$ cat config.mk
export PLATFORM = sky130hd
export DESIGN_NAME = alu_op_decoder_flat
export DESIGN_NICKNAME = d
export VERILOG_FILES = /design/src/rtl/alu_op_decoder_pkg.sv /design/src/rtl/alu_op_decoder_if.sv /design/src/rtl/alu_op_table.sv /design/src/rtl/alu_op_decoder.sv /design/src/flat_wrapper.sv
export SDC_FILE = /design/constraint.sdc
export NUM_CORES = 1
export LEC_CHECK = 0
export CAP_MARGIN = 0
export CORE_ASPECT_RATIO = 1.75
export CORE_UTILIZATION = 35
export DETAILED_ROUTE_END_ITERATION = 6
export PLACE_DENSITY = 0.65
export REMOVE_ABC_BUFFERS = 1
export SLEW_MARGIN = 10
export SYNTH_ARGS = -nofsm -noshare
export SYNTH_HDL_FRONTEND = slang
export SYNTH_SLANG_ARGS = --single-unit
$ cat constraint.sdc
create_clock -name clk -period 4.3 [get_ports clk]
set_clock_uncertainty 0.2 [all_clocks]
set_input_delay 0.43 -clock clk [delete_from_list [all_inputs] [get_ports clk]]
set_output_delay 0.43 -clock clk [all_outputs]
set_load 0.03 [all_outputs]
$ cat src/rtl/alu_op_decoder_pkg.sv
// Shared types for the ALU opcode decoder: opcodes, selector encoding,
// decoded bundle layout and skid-buffer states.
package alu_op_decoder_pkg;

  typedef enum logic [3:0] {
    OP_ADD  = 4'h0,
    OP_SUB  = 4'h1,
    OP_AND  = 4'h2,
    OP_OR   = 4'h3,
    OP_NOR  = 4'h4,
    OP_XOR  = 4'h5,
    OP_SLL  = 4'h6,
    OP_SRL  = 4'h7,
    OP_SRA  = 4'h8,
    OP_ADDI = 4'h9,
    OP_SUBI = 4'hA
  } op_e;

  localparam logic [3:0] SEL_ADD = 4'd0;
  localparam logic [3:0] SEL_SUB = 4'd1;
  localparam logic [3:0] SEL_AND = 4'd2;
  localparam logic [3:0] SEL_OR  = 4'd3;
  localparam logic [3:0] SEL_NOR = 4'd4;
  localparam logic [3:0] SEL_XOR = 4'd5;
  localparam logic [3:0] SEL_SLL = 4'd6;
  localparam logic [3:0] SEL_SRL = 4'd7;
  localparam logic [3:0] SEL_SRA = 4'd8;
  localparam logic [3:0] SEL_INV = 4'hF;

  typedef struct packed {
    logic [3:0] alu_sel;
    logic       use_imm;
    logic [3:0] rd;
    logic [3:0] rs;
    logic [3:0] rt;
    logic       reg_we;
    logic       illegal;
  } bundle_t;

  localparam bundle_t BUNDLE_RST = bundle_t'{SEL_INV, 1'b0, 4'h0, 4'h0, 4'h0, 1'b0, 1'b0};

  typedef enum logic [1:0] {
    S_EMPTY = 2'd0,
    S_ONE   = 2'd1,
    S_TWO   = 2'd2
  } skid_e;

  // Result mux of the downstream ALU, keyed by the same selector constants.
  function automatic logic [15:0] alu_result(input logic [3:0] sel,
                                             input logic [15:0] a,
                                             input logic [15:0] b);
    logic [15:0] r;
    r = 16'h0000;
    case (sel)
      SEL_ADD: r = a + b;
      SEL_SUB: r = a - b;
      SEL_AND: r = a & b;
      SEL_OR:  r = a | b;
      SEL_NOR: r = ~(a | b);
      SEL_XOR: r = a ^ b;
      SEL_SLL: r = a << b[3:0];
      SEL_SRL: r = a >> b[3:0];
      SEL_SRA: r = $unsigned($signed(a) >>> b[3:0]);
      default: r = 16'h0000;
    endcase
    return r;
  endfunction

endpackage

$ cat src/rtl/alu_op_decoder_if.sv
// Handshake and decoded-bundle signals between the instruction source,
// the decoder and the consumer of decoded bundles.
interface alu_op_decoder_if #(parameter int CNT_W = 16);
  logic             in_valid;
  logic [15:0]      instr;
  logic             in_ready;
  logic             out_valid;
  logic             out_ready;
  logic [3:0]       alu_sel;
  logic             use_imm;
  logic [3:0]       rd;
  logic [3:0]       rs;
  logic [3:0]       rt;
  logic             reg_we;
  logic             illegal;
  logic [CNT_W-1:0] err_count;

  modport master (
    output in_valid, instr, out_ready,
    input  in_ready, out_valid, alu_sel, use_imm, rd, rs, rt, reg_we, illegal, err_count
  );

  modport slave (
    input  in_valid, instr, out_ready,
    output in_ready, out_valid, alu_sel, use_imm, rd, rs, rt, reg_we, illegal, err_count
  );
endinterface

$ cat src/rtl/alu_op_table.sv
// Pure combinational opcode-to-bundle table; register fields pass straight
// through, undefined opcodes map to the invalid selector with illegal set.
module alu_op_table
  import alu_op_decoder_pkg::*;
(
  input  logic [15:0] instr,
  output bundle_t     bundle
);

  op_e op;
  assign op = op_e'(instr[15:12]);

  always_comb begin
    bundle         = BUNDLE_RST;
    bundle.rd      = instr[11:8];
    bundle.rs      = instr[7:4];
    bundle.rt      = instr[3:0];
    bundle.reg_we  = 1'b1;
    bundle.illegal = 1'b0;
    case (op)
      OP_ADD:  bundle.alu_sel = SEL_ADD;
      OP_SUB:  bundle.alu_sel = SEL_SUB;
      OP_AND:  bundle.alu_sel = SEL_AND;
      OP_OR:   bundle.alu_sel = SEL_OR;
      OP_NOR:  bundle.alu_sel = SEL_NOR;
      OP_XOR:  bundle.alu_sel = SEL_XOR;
      OP_SLL:  bundle.alu_sel = SEL_SLL;
      OP_SRL:  bundle.alu_sel = SEL_SRL;
      OP_SRA:  bundle.alu_sel = SEL_SRA;
      OP_ADDI: begin
        bundle.alu_sel = SEL_ADD;
        bundle.use_imm = 1'b1;
      end
      OP_SUBI: begin
        bundle.alu_sel = SEL_SUB;
        bundle.use_imm = 1'b1;
      end
      default: begin
        bundle.alu_sel = SEL_INV;
        bundle.reg_we  = 1'b0;
        bundle.illegal = 1'b1;
      end
    endcase
  end

endmodule

$ cat src/rtl/alu_op_decoder.sv
// Registered opcode decoder with a 2-entry skid buffer and a saturating
// illegal-opcode counter.
//
//   state   | meaning
//   S_EMPTY | no bundle held, out_valid low
//   S_ONE   | head register holds the presented bundle
//   S_TWO   | head presented, skid holds the next bundle, in_ready low
module alu_op_decoder
  import alu_op_decoder_pkg::*;
#(
  parameter int CNT_W = 16
) (
  input  logic           clk,
  input  logic           reset,
  alu_op_decoder_if.slave bus
);

  skid_e            state_q, state_d;
  logic             in_ready_q;
  bundle_t          head_q, skid_q, dec_b;
  logic [CNT_W-1:0] err_q;
  logic             in_fire, out_fire;
  logic             load_head_new, load_head_skid, load_skid;

  alu_op_table u_table (
    .instr  (bus.instr),
    .bundle (dec_b)
  );

  assign in_fire  = bus.in_valid & in_ready_q;
  assign out_fire = (state_q != S_EMPTY) & bus.out_ready;

  always_ff @(posedge clk or posedge reset) begin
    if (reset) begin
      state_q    <= S_EMPTY;
      in_ready_q <= 1'b0;
    end else begin
      state_q    <= state_d;
      in_ready_q <= (state_d != S_TWO);
    end
  end

  always_comb begin
    state_d        = state_q;
    load_head_new  = 1'b0;
    load_head_skid = 1'b0;
    load_skid      = 1'b0;
    case (state_q)
      S_EMPTY: begin
        if (in_fire) begin
          state_d       = S_ONE;
          load_head_new = 1'b1;
        end
      end
      S_ONE: begin
        if (in_fire && out_fire) begin
          load_head_new = 1'b1;
        end else if (in_fire) begin
          state_d   = S_TWO;
          load_skid = 1'b1;
        end else if (out_fire) begin
          state_d = S_EMPTY;
        end
      end
      S_TWO: begin
        if (out_fire) begin
          state_d        = S_ONE;
          load_head_skid = 1'b1;
        end
      end
      default: state_d = S_EMPTY;
    endcase
  end

  always_ff @(posedge clk or posedge reset) begin
    if (reset) begin
      head_q <= BUNDLE_RST;
      skid_q <= BUNDLE_RST;
    end else begin
      if (load_head_new)       head_q <= dec_b;
      else if (load_head_skid) head_q <= skid_q;
      if (load_skid)           skid_q <= dec_b;
    end
  end

  // Counter holds at all-ones instead of wrapping.
  always_ff @(posedge clk or posedge reset) begin
    if (reset) begin
      err_q <= '0;
    end else if (in_fire && dec_b.illegal && (err_q != {CNT_W{1'b1}})) begin
      err_q <= err_q + {{(CNT_W-1){1'b0}}, 1'b1};
    end
  end

  assign bus.in_ready  = in_ready_q;
  assign bus.out_valid = (state_q != S_EMPTY);
  assign bus.alu_sel   = head_q.alu_sel;
  assign bus.use_imm   = head_q.use_imm;
  assign bus.rd        = head_q.rd;
  assign bus.rs        = head_q.rs;
  assign bus.rt        = head_q.rt;
  assign bus.reg_we    = head_q.reg_we;
  assign bus.illegal   = head_q.illegal;
  assign bus.err_count = err_q;

endmodule

$ cat src/flat_wrapper.sv
// flat-port wrapper written by rule: the top's interface ports become plain ports
module alu_op_decoder_flat import alu_op_decoder_pkg::*;
#(
  parameter int CNT_W = 16
)
  (clk, reset, bus_in_valid, bus_instr, bus_out_ready, bus_in_ready, bus_out_valid, bus_alu_sel, bus_use_imm, bus_rd, bus_rs, bus_rt, bus_reg_we, bus_illegal, bus_err_count);
  alu_op_decoder_if #(.CNT_W(CNT_W)) bus_i ();
  input  logic clk;
  input  logic reset;
  input wire logic [$bits(bus_i.in_valid)-1:0] bus_in_valid;
  input wire logic [$bits(bus_i.instr)-1:0] bus_instr;
  input wire logic [$bits(bus_i.out_ready)-1:0] bus_out_ready;
  output wire logic [$bits(bus_i.in_ready)-1:0] bus_in_ready;
  output wire logic [$bits(bus_i.out_valid)-1:0] bus_out_valid;
  output wire logic [$bits(bus_i.alu_sel)-1:0] bus_alu_sel;
  output wire logic [$bits(bus_i.use_imm)-1:0] bus_use_imm;
  output wire logic [$bits(bus_i.rd)-1:0] bus_rd;
  output wire logic [$bits(bus_i.rs)-1:0] bus_rs;
  output wire logic [$bits(bus_i.rt)-1:0] bus_rt;
  output wire logic [$bits(bus_i.reg_we)-1:0] bus_reg_we;
  output wire logic [$bits(bus_i.illegal)-1:0] bus_illegal;
  output wire logic [$bits(bus_i.err_count)-1:0] bus_err_count;
  assign bus_i.in_valid = bus_in_valid;
  assign bus_i.instr = bus_instr;
  assign bus_i.out_ready = bus_out_ready;
  assign bus_in_ready = bus_i.in_ready;
  assign bus_out_valid = bus_i.out_valid;
  assign bus_alu_sel = bus_i.alu_sel;
  assign bus_use_imm = bus_i.use_imm;
  assign bus_rd = bus_i.rd;
  assign bus_rs = bus_i.rs;
  assign bus_rt = bus_i.rt;
  assign bus_reg_we = bus_i.reg_we;
  assign bus_illegal = bus_i.illegal;
  assign bus_err_count = bus_i.err_count;
  alu_op_decoder #(.CNT_W(CNT_W)) u_core (.clk(clk), .reset(reset), .bus(bus_i));
endmodule
==> impl_metrics.json, run 1 <==
{
  "period_needed_ns": 2.37,
  "async_reset_ff_frac": 1.00,
  "final_util": 0.495,
  "post_cts_resized": 0,
  "cts_hold_buffers": 0,
  "crit_type": "input pin to register",
  "comb_power_share": 0.338,
  "dp_hpwl_mm": 3.96,
  "cts_setup_buffers": 0,
  "fp-row-count": 41,
  "insertion_delay_ns": 0.32,
  "fin_tns_setup_ns": 0,
  "synth_top_area_cell": "dfrtp_1",
  "synth_area_leaders": "dfrtp_1 47%, nand2_1 12%, dfstp_2 8.1%",
  "swShare": 0.342,
  "first_iter_violations": 110,
  "htreeDepth": 3,
  "synth_xor_area_frac": 0.0539,
  "gp_congestion": 0.720,
  "hp-class": "register to register",
  "cts_tree": "yes",
  "gr-usage-met2": 0.280,
  "die_h_um": 116,
  "syn_inst": 259,
  "setup_slack_ns": 1.93,
  "antenna_cells": 0,
  "vias": 2044,
  "synth-main-ff-cell": "dfrtp_1",
  "grt_pass1_wl_mm": 9.54,
  "layout_common_cells": "84 x nand2_1, 56 x clkdlybuf4s50_1, 49 x dfrtp_1",
  "cts_buffer_depth": 2,
  "min_to": "u_core.skid_q[14]",
  "synthMuxAreaShare": 0.0221,
  "switching_power_w": 0.000841,
  "synth_top_area_share": 0.472,
  "use_met1": 0.190,
  "total_leakage_power_nw": 1.64,
  "start_util": 0.362,
  "holdCritStartpoint": "u_core.skid_q[14]",
  "ir_drop_uv": 371,
  "drive_gt1_frac": 0.124,
  "synth-simple-area-share": 0.259,
  "yosysSeqAreaShare": 0.552,
  "maxCapViolations": 0,
  "boundaryPins": 57,
  "ff2ff_setup_slack_ns": 2.05,
  "ys_types": 44,
  "syn_area_um2": 2600,
  "clock_power_share": 0.298,
  "ys_ff_latch": 57,
  "grt_pass1_vias": 1985,
  "wirelength_mm": 5.84,
  "dieArea_um2": 7790,
  "antenna_found_initial": 0,
  "nets": 338,
  "synth_enable_flop_cells": 0,
  "cp-end-kind": "register",
  "route.detailed.drc": 0,
  "required_ns": 4.34,
  "setup_violations": 0,
  "synth_compound_area_frac": 0.0876,
  "timing.final.crit_share": 0.551,
  "arrival_ns": 2.41,
  "outcome": "completed",
  "timing.rr.start": "u_core.state_q[1]",
  "area_delta_synth_final_pct": 36.8,
  "r2r_cells": 3,
  "wl_per_cell_um": 14.3,
  "synth_area_per_cell_um2": 10.0,
  "reg2reg_to": "u_core.bus.alu_sel[1]",
  "place_area_um2": 3240,
  "final_common_cell": "nand2_1",
  "chipWidth_um": 67.2,
  "maxSlewHeadroom": 0.343,
  "max_slew.worst_pin.slew_ns": 0.980,
  "final_hold_viol_count": 0,
  "power_w": 0.00246,
  "hold_depth": 2,
  "start_kind": "input pin",
  "grt_setup_unrepaired": "no",
  "pre_cts_ws_ns": 1.58,
  "seqPwrFrac": 0.363,
  "cellPowerDensity_nw_per_um2": 692,
  "grt.total_usage": 0.168,
  "busiest_layer": "met2",
  "max_freq_ghz": 0.422,
  "slew_violations": 0,
  "cp_max_fo": 21,
  "fin_area_um2": 3560,
  "synthesis.yosys.warnings": 0,
  "overflow": 0,
  "viasPerCell": 5.01,
  "met3_usage": 0.0423,
  "synth_fa_ha_area_frac": 0.00481,
  "cts_buffers": 9,
  "synth_top_family_by_area": "simple AND/OR/NAND/NOR gates",
  "cts.clk_slew.worst_paths_ns": 0.05,
  "cts.sinks": 57,
  "ant_nets": 0,
  "core_area_um2": 7180,
  "crit_start": "bus_out_ready",
  "io_buffers": 56,
  "grt_max_degree": 58,
  "p_int_w": 0.00162,
  "cts-root-buf": "clkbuf_16",
  "first_pass_iters": 4
}
## worst max path at each step
stage                                          to  cells past startpoint
after floorplan           u_core.bus.err_count[1]                      5
after global routing             u_core.bus.rd[2]                      5
final                       u_core.bus.alu_sel[1]                      4
after CTS                   u_core.bus.alu_sel[1]                      4
after detailed placement    u_core.bus.alu_sel[1]                      4
after global placement      u_core.bus.alu_sel[2]                      4
## logic make-up (layout without fill, tap and decap cells)
| kind of cell | count (synthesis) | after routing |
|---|---|---|
| xor gates and xnor gates | 16 | 16 |
| AOI/OAI and AO/OA | 32 | 32 |
| adders and majority gates | 1 | 1 |
| muxes | 5 | 5 |
| DFF | 57 | 57 |
| buffers and inverters | 12 | 75 |
| and+or+nand+nor | 136 | 136 |
## per-layer routing
| layer | share of wire | vias to the layer above | wire length [um] |
|---|---|---|---|
| met3 | 0.048 | 12 | 278 |
| li1 | - | 1009 | - |
| met5 | 0 | - | 0 |
| met1 | 0.41 | 976 | 2420 |
| met4 | 0.027 | 0 | 160 |
| met2 | 0.51 | 47 | 2980 |
## cell usage after synthesis (2+ instances only)
library cell,count
mux2_2,2
xnor2_1,4
buf_2,5
nand2_1,84
mux2i_1,2
nand2b_1,5
and4_1,2
a22oi_1,13
nand4_1,5
a32oi_1,3
dfrtp_1,49
clkbuf_1,4
nor2_1,3
xor2_1,12
or2_2,3
nor3_1,5
nand4b_1,2
nor2b_1,3
nor4_1,3
a221o_1,2
o21ai_0,7
and2_1,2
and3b_1,2
nor3_2,2
nand3_1,7
a31oi_1,2
inv_1,2
dfstp_2,8
## sequential cells by signal, summed over array words and instances (netlist names)
register / flops
u_core.bus.rt: 4
u_core.skid_q: 19
u_core.bus.alu_sel: 4
u_core.bus.rd: 4
u_core.bus.err_count: 16
u_core.bus.use_imm: 1
u_core.bus.illegal: 1
u_core.bus.rs: 4
u_core.bus.in_ready: 1
u_core.bus.reg_we: 1
u_core.state_q: 2
## area by class of cell
type                    count  area, um^2
clock buffers              14         284
clock inverters             2        35.0
fillers                   689        3630
inverters                   2        7.51
multi-input cells         190        1120
flip-flops and latches     57        1440
well taps                  86         108
repair buffers             57         568
## stage by stage
step,std cells,hold slack (ns)
after global routing,408,0.282
after CTS,408,0.267
final,408,0.265
after floorplan,249,0.239
after global placement,392,0.250
after detailed placement,392,0.258
## worst max-delay path: stages
cell	delay, ns
clkdlybuf4s50_1	0.49
and3b_1	0.76
a21oi_2	0.34
a221o_1	0.38
## power by group through the flow
stage	combinational [W]	clock, W	sequential, W
final	0.000832	0.000735	0.000895
after floorplan	0.000293	0	0.00110
after detailed placement	0.000842	0	0.000905
after global placement	0.000827	0	0.000900
after global routing	0.000914	0.000777	0.000924
after CTS	0.000846	0.000753	0.000897
Power figures use the tool's default switching activity.
==> run 2: changes to the inputs <==
--- a/config.mk
+++ b/config.mk
@@ -9,7 +9,7 @@
 export CORE_ASPECT_RATIO = 1.75
 export CORE_UTILIZATION = 35
 export DETAILED_ROUTE_END_ITERATION = 6
-export PLACE_DENSITY = 0.65
+export PLACE_DENSITY = 0.67
 export REMOVE_ABC_BUFFERS = 1
 export SLEW_MARGIN = 10
 export SYNTH_ARGS = -nofsm -noshare
==> constraint.sdc (replaced) <==
create_clock -name clk -period 2 [get_ports clk]
set_clock_uncertainty 0.2 [all_clocks]
set_input_delay 0.2 -clock clk [delete_from_list [all_inputs] [get_ports clk]]
set_output_delay 0.2 -clock clk [all_outputs]
set_load 0.03 [all_outputs]
==> run 2 against run 1 <==
Against the previous run:
- critical path depth down 3
- sequential cell count is the same
- hold slack worse by 0.23 ns
- critical endpoint is now bus_alu_sel[2]
==> impl_metrics.json, run 2 (synthesis gave the netlist of run 1 again) <==
{
  "outcome": "completed",
  "slew_violations": 0,
  "cts.sinks": 57,
  "nets": 361,
  "chipWidth_um": 67.2,
  "grt_max_degree": 58,
  "boundaryPins": 57,
  "cp-end-kind": "primary output",
  "max_freq_ghz": 0.515,
  "route.detailed.drc": 0,
  "grt_pass1_vias": 2099,
  "required_ns": 1.60,
  "cts_tree": "yes",
  "timing.hold.ws_ns": 0.0326,
  "final_util": 0.523,
  "first_pass_iters": 4,
  "viasPerCell": 4.94,
  "switching_power_w": 0.00186,
  "drive_gt1_frac": 0.183,
  "start_kind": "register",
  "largest_reg_flops": 19,
  "swShare": 0.348,
  "gp_congestion": 0.841,
  "start_util": 0.362,
  "path_delay_family": "buffers and inverters",
  "maxCapViolations": 0,
  "regArea_um2": 1440,
  "maxSlewHeadroom": 0.716,
  "die_h_um": 116,
  "fin_area_um2": 3760,
  "final_common_cell": "nand2_1",
  "cp_max_fo": 2,
  "antenna_cells": 0,
  "cellPowerDensity_nw_per_um2": 1420,
  "crit_type": "register to primary output",
  "wirelength_mm": 6.07,
  "cts.clk_slew.worst_paths_ns": 0.05,
  "comb_power_share": 0.369,
  "critical_path.cell_chain": "clkdlybuf4s50_1",
  "dp_hpwl_mm": 4.25,
  "arrival_ns": 1.54,
  "pre_cts_ws_ns": -0.0849,
  "largest-register": "u_core.skid_q",
  "timing.final.crit_share": 0.971,
  "wl_per_cell_um": 14.1,
  "total_leakage_power_nw": 1.75,
  "layout_common_cells": "84 x nand2_1, 55 x clkdlybuf4s50_1, 49 x dfrtp_1",
  "htreeDepth": 3,
  "place_area_um2": 3450,
  "io_buffers": 56,
  "setup_slack_ns": 0.0582,
  "critPathMaxStageDelay_ns": 0.69,
  "first_iter_violations": 116,
  "cts_hold_buffers": 0,
  "grt.total_usage": 0.183,
  "insertion_delay_ns": 0.33,
  "setup_violations": 0,
  "ir_drop_uv": 644,
  "final_hold_viol_count": 0,
  "antenna_found_initial": 0,
  "grt_pass1_wl_mm": 10.2,
  "cts-root-buf": "clkbuf_16",
  "cp.buffers_inverters": 1,
  "multiInputGateArea_um2": 1120,
  "period_needed_ns": 1.94,
  "fillers": 661,
  "max_slew.worst_pin.slew_ns": 0.423,
  "cp_slowest_cell": "clkdlybuf4s50_1",
  "area_delta_synth_final_pct": 44.5,
  "clock_power_share": 0.275,
  "ant_nets": 0,
  "dieArea_um2": 7790,
  "seqPwrFrac": 0.355,
  "cts_buffer_depth": 2,
  "fp-row-count": 41,
  "core_area_um2": 7180,
  "hp-class": "input pin to async pin",
  "p_int_w": 0.00348,
  "cts_buffers": 9,
  "overflow": 0,
  "vias": 2131
}
-- run 2: cell count changes in the layout (fill, tap and decap cells not counted) --
| cell | change |
|---|---|
| buf_4 | +19 |
| buf_12 | +4 |
| bufinv_16 | -1 |
| clkbuf_1 | +1 |
| clkdlybuf4s50_1 | -1 |
| clkinv_2 | -1 |
| clkinvlp_4 | +1 |
| dlygate4sd2_1 | +1 |
| ha_1 | -1 |
| ha_2 | +1 |
-- run 2: power groups by stage --
| stage | Sequential [W] | Clock [W] | Combinational, W |
|---|---|---|---|
| finish | 0.00190 | 0.00147 | 0.00197 |
| global route | 0.00196 | 0.00156 | 0.00216 |
| CTS | 0.00190 | 0.00151 | 0.00200 |
| detailed placement | 0.00191 | 0 | 0.00200 |
| global placement | 0.00189 | 0 | 0.00196 |
| floorplan | 0.00236 | 0 | 0.000631 |
-- run 2: area by class of cell --
type	count	share of cell area
clock buffer	15	0.0766
clock inverter	1	0.00200
inverter	2	0.00200
multi-input combinational	190	0.298
sequential	57	0.382
tap	86	0.0286
timing repair buffer	80	0.210
-- run 2: path summary, 6_finish.rpt --
path / from / end / slack, ns / depth (start not counted)
max in group asynchronous: reset / u_core.skid_q[17] / 1.25 / 3
min in group clk: bus_instr[2] / u_core.skid_q[4] / 0.23 / 3
setup reg to reg: u_core.bus.err_count[1] / u_core.bus.err_count[5] / 0.09 / 6
hold / removal: reset / u_core.bus.rs[2] / 0.03 / 3
hold reg to reg: u_core.bus.alu_sel[0] / u_core.bus.alu_sel[0] / 0.26 / 2
setup / recovery: u_core.bus.alu_sel[2] / bus_alu_sel[2] / 0.06 / 1
-- run 2: stage by stage --
step / TNS [ns] / std cells / total power [W]
global placement: -0.0868 / 414 / 0.00385
detailed placement: -0.535 / 414 / 0.00392
floorplan: -0.0816 / 249 / 0.00299
CTS: 0 / 430 / 0.00541
global route: -0.00301 / 431 / 0.00568
finish: 0 / 431 / 0.00534
-- run 2: what timing repair did --
item | 4_1_cts | 5_1_grt
buffers inserted | 0 | 1
gates resized for setup | 1 | 1
pin swaps | 0 | 2
endpoints found under the setup margin | 1 | 6
-- run 2: per-layer routing --
| metal | GRT usage | wire length (um) | vias to the layer above |
|---|---|---|---|
| li1 | - | - | 1051 |
| met1 | 0.212 | 2460 | 1008 |
| met2 | 0.295 | 3150 | 60 |
| met3 | 0.0522 | 284 | 12 |
| met4 | 0.106 | 173 | 0 |
| met5 | 0 | 0 | - |
